--- config.mk ---
export PLATFORM = sky130hd
export DESIGN_NAME = count_event_logger
export DESIGN_NICKNAME = d
export VERILOG_FILES = /design/src/rtl/count_event_logger.sv
export SDC_FILE = /design/constraint.sdc
export NUM_CORES = 1
export LEC_CHECK = 0
export ABC_AREA = 1
export CORE_MARGIN = 4
export CORE_UTILIZATION = 45
export DETAILED_ROUTE_END_ITERATION = 12
export PLACE_DENSITY = 0.61
export SLEW_MARGIN = 20
export SYNTH_ARGS = -nofsm -noshare
export SYNTH_HDL_FRONTEND = slang
export SYNTH_SLANG_ARGS = --single-unit
--- constraint.sdc ---
create_clock -name clk -period 6.08 [get_ports clk]
set_input_delay 1.52 -clock clk [delete_from_list [all_inputs] [get_ports clk]]
set_output_delay 1.52 -clock clk [all_outputs]
set_load 0.005 [all_outputs]
--- src/rtl/count_event_logger.sv ---
// Passive monitor for a modulo counter: classifies wrap/illegal/skip transitions and
// streams timestamped records out through a small valid/ready FIFO.
module count_event_logger #(
    parameter int unsigned MODULUS  = 6,
    parameter int unsigned TS_WIDTH = 16,
    parameter int unsigned DEPTH    = 4
) (
    input  logic                clk,
    input  logic                rst,
    input  logic [3:0]          count,
    output logic                out_valid,
    input  logic                out_ready,
    output logic [TS_WIDTH+1:0] out_data,
    output logic                overflow,
    output logic [7:0]          drops
);

    localparam int unsigned PTR_W = (DEPTH > 1) ? $clog2(DEPTH) : 1;
    localparam int unsigned OCC_W = $clog2(DEPTH + 1);
    localparam logic [3:0] LAST_VALUE = 4'(MODULUS - 1);
    localparam logic [OCC_W-1:0] OCC_FULL = OCC_W'(DEPTH);

    typedef enum logic [1:0] {
        KindNone    = 2'b00,
        KindWrap    = 2'b01,
        KindIllegal = 2'b10,
        KindSkip    = 2'b11
    } kind_e;

    logic [TS_WIDTH-1:0] r_ts;
    logic [3:0]          r_prev;
    logic                r_primed;
    logic [TS_WIDTH+1:0] r_mem [DEPTH];
    logic [PTR_W-1:0]    r_wr_ptr;
    logic [PTR_W-1:0]    r_rd_ptr;
    logic [OCC_W-1:0]    r_occ;
    logic                r_overflow;
    logic [7:0]          r_drops;

    kind_e               w_kind;
    logic [3:0]          w_prev_inc;
    logic                w_event;
    logic                w_pop;
    logic                w_push;
    logic                w_drop;
    logic [OCC_W-1:0]    w_occ_next;

    assign w_prev_inc = r_prev + 4'd1;

    // Priority: illegal value beats wrap beats skip; hold and +1 are quiet.
    always_comb begin
        w_kind = KindNone;
        if (r_primed) begin
            if (32'(count) >= MODULUS) begin
                w_kind = KindIllegal;
            end else if (r_prev == LAST_VALUE && count == 4'd0) begin
                w_kind = KindWrap;
            end else if (count != r_prev && count != w_prev_inc) begin
                w_kind = KindSkip;
            end
        end
    end

    assign w_event = (w_kind != KindNone);
    assign w_pop   = out_valid && out_ready;
    // A full FIFO still accepts when the head leaves in the same cycle.
    assign w_push  = w_event && ((r_occ != OCC_FULL) || w_pop);
    assign w_drop  = w_event && !w_push;

    always_comb begin
        w_occ_next = r_occ;
        if (w_push && !w_pop) begin
            w_occ_next = r_occ + OCC_W'(1);
        end else if (w_pop && !w_push) begin
            w_occ_next = r_occ - OCC_W'(1);
        end
    end

    always_ff @(posedge clk) begin
        if (rst) begin
            r_ts       <= '0;
            r_prev     <= count;
            r_primed   <= 1'b0;
            r_wr_ptr   <= '0;
            r_rd_ptr   <= '0;
            r_occ      <= '0;
            r_overflow <= 1'b0;
            r_drops    <= 8'd0;
        end else begin
            r_ts     <= r_ts + TS_WIDTH'(1);
            r_prev   <= count;
            r_primed <= 1'b1;
            r_occ    <= w_occ_next;
            if (w_push) begin
                r_wr_ptr <= r_wr_ptr + PTR_W'(1);
            end
            if (w_pop) begin
                r_rd_ptr <= r_rd_ptr + PTR_W'(1);
            end
            if (w_drop) begin
                r_overflow <= 1'b1;
                if (r_drops != 8'hFF) begin
                    r_drops <= r_drops + 8'd1;
                end
            end
        end
    end

    // Storage needs no reset: occupancy alone decides what is visible.
    always_ff @(posedge clk) begin
        if (w_push) begin
            r_mem[r_wr_ptr] <= {w_kind, r_ts};
        end
    end

    assign out_valid = (r_occ != '0);
    assign out_data  = r_mem[r_rd_ptr];
    assign overflow  = r_overflow;
    assign drops     = r_drops;

endmodule
==> results.cfg, run 1 <==
[run_status]
status = finished clean

[power]
ir_worst_vdd_uv = 200
powerDensity_mw_per_mm2 = 335
total_leakage_power_nw = 1.87

[place]
placed_cell_area_mm2 = 0.00502
post-dp-hpwl_um = 5420
routabilityCongestion = 0.839
portBuffers = 34

[synthesis]
synth_cells = 421
synthDistinctLibCells = 30
synth_top_cell_area_share_pct = 47.6
synth_warnings = 0
netlist_area_mm2 = 0.00454
syn_avg_cell_area_um2 = 10.8
syn-num-nets = 438
yosysSeqAreaShare_pct = 64.8
ys_seq_elements = 111
netlist_top_cells_area = edfxtp_1, dfxtp_1, nor2_1
yosys.area.top_type = edfxtp_1

[drt]
drtIter0Drc = 118
wl_met1_um = 4040
wl_met2_um = 4240
drc = 0
vias = 3007
drt_wl_total_um = 8660
wl_per_cell_um = 14.5
top_layer = met4
dr.pass1.iters = 4
vias_per_cell = 5.05
wl_met3_um = 328
ant_nets = 0

[global_routing]
grt_use_total_pct = 15.6
antenna_found_initial = 0
grt_pass1_wl_um = 14100
grt_pass1_vias = 2801
grt-ovfl-total = 0
grt_start_max_net_pins = 38

[clock_tree]
cts_tree = done
cts_resized = 0
htreeDepth = 3
cts_hold_buf = 0
postCtsSetupBuffers = 0
clkSinkCount = 111
cts_buffer_depth = 2
cts_buffers = 9
clk_pin_slew_ns = 0.10
worstSkewPairLatency_ns = 0.38
cts_root_buf = clkbuf_8

[floorplanning]
die_x_um = 108
die_area_mm2 = 0.0118
die_h_um = 108
rows = 36
num_io_pins = 35
fp.coreArea_mm2 = 0.00982
initial_core_util_pct = 46.2

[timing]
rsz0062_at_grt = false
relSlewSlack_pct = 37.8
hold_viol = 0
clock.fmax_ghz = 0.224
period_share_pct = 73.4
setup_viol = 0
drv_slew = 0
fin_crit_ns = 4.46
fin_worst_skew_ns = 0.0139
setup-tns-final_ns = 0
worstMarginPinSlew_ns = 0.927

[finish]
layout_common_cells = edfxtp_1, nor2_1, o21ai_0
postLayoutCellArea_mm2 = 0.00520
final_common_cell = edfxtp_1
diodes = 0
syn_to_final_growth_pct = 14.7
n_fill_cell = 924
drive_gt1_share_pct = 6.70
num-nets-final = 475

[setup_path]
crit_fanout = 37
cp_cell_sequence = buf_4, clkinv_1, o21ai_0, o22ai_1, clkdlybuf4s50_1
crit_type = reg2out
cp-end-kind = output pin
cp_data_required_time_ns = 4.56
critPathLaunchType = register
worstPathArrival_ns = 2.94
r2r_slack_ns = 3.17
slowest_stage = clkinv_1
cp_top_family = buffers and inverters
critical_path.n_buffers_inverters = 3
slowest_delay_ns = 0.83

[run]
maxCapViolations = 0

[min_path]
hp-class = reg2reg
[per-layer routing]
layer  vias up  track usage, %
met5         -               0
met4         0            4.87
met3         4            2.69
met2        47            24.8
met1      1418            21.8
li1       1538               -
[final cells by class]
class                           instances  area, um^2  share of cell area [%]
Sequential cell                       111        2940                    56.5
Multi-Input combinational cell        258        1390                    26.7
Timing Repair Buffer                   39         378                    7.26
Tap cell                              133         166                    3.20
Inverter                               39         146                    2.81
Clock buffer                            9         124                    2.38
Clock inverter                          7        56.3                    1.08
[cell usage after synthesis]
| cell type | count |
|---|---|
| edfxtp_1 | 72 |
| nor2_1 | 66 |
| o21ai_0 | 45 |
| dfxtp_1 | 39 |
| inv_1 | 36 |
| nand2_1 | 34 |
| a21oi_1 | 25 |
| o22ai_1 | 18 |
| nand3_1 | 15 |
| clkbuf_1 | 12 |
| ha_1 | 9 |
| nand4_1 | 9 |
| nor3_1 | 8 |
| xnor2_1 | 6 |
| xor2_1 | 5 |
| nand2_2 | 3 |
| and3_1 | 2 |
| clkinv_1 | 2 |
| nand3_2 | 2 |
| nor3_2 | 2 |
| o21ai_1 | 2 |
| a31oi_4 | 1 |
| clkbuf_8 | 1 |
| fa_1 | 1 |
| inv_2 | 1 |
| nand2_4 | 1 |
| nand3_4 | 1 |
| nor3b_1 | 1 |
| o21a_1 | 1 |
| or3_1 | 1 |
[registers in the layout (all words and copies together), names as in the netlist, named ones only]
name and count:
r_mem 72, r_primed 1, r_occ 3, r_ts 16
overflow 1, r_rd_ptr 2, r_wr_ptr 2, drops 8
r_prev 4
[power by group]
group          switching (W)  internal (W)
Sequential         0.0000346      0.000872
Combinational       0.000232      0.000194
Clock               0.000255      0.000154
Total               0.000522       0.00122
[final timing paths]
check | startpoint | to | cells after the start
setup / recovery | register | out_data[5] | 5
hold / removal | r_rd_ptr[0] | register | 1
setup reg to reg | r_prev[1] | r_occ[2] | 16
hold reg to reg | r_rd_ptr[0] | register | 1
[cells by family (layout without fill, tap and decap cells)]
family,after synthesis,in the layout,share of synthesized area [%]
AOI/OAI and AO/OA,92,92,11.1
xor gates and xnor gates,11,11,2.12
adders and majority gates,10,10,2.92
buffers and inverters,52,94,4.52
DFF,111,111,64.8
and+or+nand+nor,145,145,14.6
[stage by stage]
stage               power, W  worst slack (ns)  cells  hold WS (ns)  util [%]
floorplan            0.00115              2.53    421         0.436         -
finish               0.00174              1.62    596         0.487      53.0
global route         0.00185              1.28    596         0.511      53.0
global placement     0.00135              1.87    580         0.454      51.2
CTS                  0.00176              1.54    596         0.483      53.0
detailed placement   0.00136              1.78    580         0.458      51.2
(Power assumes the default switching activity.)
==> inputs of run 2 (changes only) <==
==> constraint.sdc (replaced) <==
create_clock -name clk -period 4.4 [get_ports clk]
set_input_delay 1.1 -clock clk [delete_from_list [all_inputs] [get_ports clk]]
set_output_delay 1.1 -clock clk [all_outputs]
set_load 0.005 [all_outputs]
==> run 2 against run 1 <==
  * Clock skew hardly changed
  * Final area rose by 0.94%
  * Global-route usage is 0.44 points higher
  * Worst hold slack worse by 0.013 ns
  * Clock power up 55%
  * Register-to-register slack lost 1.7 ns
  * Sequential share of layout area fell by 0.53 points
  * Setup slack got worse by 0.86 ns
  * Combinational power grew 40%
  * Die area did not move
  * Non-clock buffer count up 2
  * Routed wire length decreased by 0.76%
  * Critical path type unchanged
  * Critical endpoint unchanged
  * Largest cell class unchanged
==> results.cfg, run 2 (synthesis results as in run 1) <==
[floorplanning]
num_io_pins = 35
fp.coreArea_mm2 = 0.00982
initial_core_util_pct = 46.2
die_h_um = 108
die_x_um = 108
die_area_mm2 = 0.0118
rows = 36

[global_routing]
met1_usage_pct = 21.9
grt_pass1_wl_um = 14500
grt_busiest_layer = met2
grt_use_total_pct = 16.0
grt_use_met2_pct = 25.6
grt_start_max_net_pins = 37
antenna_found_initial = 0
grt_use_met3_pct = 3.16
grt_pass1_vias = 2954
grt-ovfl-total = 0

[power]
powerDensity_mw_per_mm2 = 471
ir_worst_vdd_uv = 263
total_leakage_power_nw = 1.91

[finish]
final_common_cell = edfxtp_1
layout_common_cells = edfxtp_1, nor2_1, o21ai_0
syn_to_final_growth_pct = 15.7
drive_gt1_share_pct = 7.31
largest_register_ffs = 72
regMostFlops = r_mem
num-nets-final = 477
diodes = 0
utilization_pct = 53.5

[clock_tree]
postCtsSetupBuffers = 0
clk_pin_slew_ns = 0.10
cts_tree = done
cts_hold_buf = 0
cts_buffers = 9
htreeDepth = 3
clkSinkCount = 111
worstSkewPairLatency_ns = 0.37
cts_buffer_depth = 2
cts_root_buf = clkbuf_8
cts_resized = 0

[timing]
relSlewSlack_pct = 36.6
setup_viol = 0
drv_slew = 0
rsz0062_at_grt = false
worstMarginPinSlew_ns = 0.945
setup-tns-final_ns = 0
fin_crit_ns = 3.64
period_share_pct = 82.8
clock.fmax_ghz = 0.274
hold_viol = 0
fin_worst_skew_ns = 0.0144

[run]
maxCapViolations = 0

[setup_path]
cp_data_required_time_ns = 3.30
r2r_slack_ns = 1.49
crit_type = reg2out
crit_fanout = 36
critPathLaunchType = register
cp-end-kind = output pin
worstPathArrival_ns = 2.54

[place]
routabilityCongestion = 0.829
post-dp-hpwl_um = 5340
portBuffers = 34

[drt]
vias = 3039
ant_nets = 0
vias_per_cell = 5.08
dr.pass1.iters = 4
drtIter0Drc = 194
drc = 0
wl_per_cell_um = 14.4
drt_wl_total_um = 8590

[run_status]
status = finished clean

[min_path]
hp-class = reg2reg
==> run 2: changes by cell type in the layout (fill, tap and decap cells not counted) <==
cell / change
buf_4: +2
bufinv_16: +1
clkbuf_8: +1
clkinv_1: -1
clkinv_4: +2
clkinvlp_4: -2
inv_6: -1
==> run 2: final timing paths <==
kind,start,endpoint,depth (start not counted)
max,register,out_data[5],4
min,r_rd_ptr[1],r_rd_ptr[1],2
max reg2reg,r_prev[1],r_occ[2],16
min reg2reg,r_rd_ptr[1],r_rd_ptr[1],2
==> run 2: metrics by stage <==
step | setup WS, ns | instance area [um^2] | power, W | cells | hold slack (ns)
after floorplan | 1.27 | 4540 | 0.00159 | 421 | 0.436
after global placement | 0.606 | 5040 | 0.00187 | 582 | 0.451
after detailed placement | 0.545 | 5040 | 0.00188 | 582 | 0.462
after CTS | 0.660 | 5250 | 0.00251 | 598 | 0.480
after global routing | 0.308 | 5250 | 0.00264 | 598 | 0.506
final | 0.757 | 5250 | 0.00248 | 598 | 0.473
==> run 2: metal layers <==
metal / vias up / part of all wire (%)
li1: 1539 / -
met1: 1448 / 46
met2: 47 / 49
met3: 5 / 3.9
met4: 0 / 0.76
met5: - / 0
==> run 2: area by class of cell <==
cell class                 instances  area (um^2)
tap                              133          166
timing repair buffer              41          393
sequential                       111         2940
multi-input combinational        258         1390
fill                             919         4570
clock inverter                     6         76.3
inverter                          39          146
clock buffer                      10          138
==> run 2: power breakdown <==
group	internal, W	switching, W
Sequential	0.00120	0.0000405
Combinational	0.000270	0.000327
Clock	0.000288	0.000346
==> run 2: worst max-delay path: stages (launching register included) <==
cell	delay [ns]
dfxtp_1	0.36
clkinv_1	0.73
o21ai_0	0.48
o22ai_1	0.14
clkdlybuf4s50_1	0.46
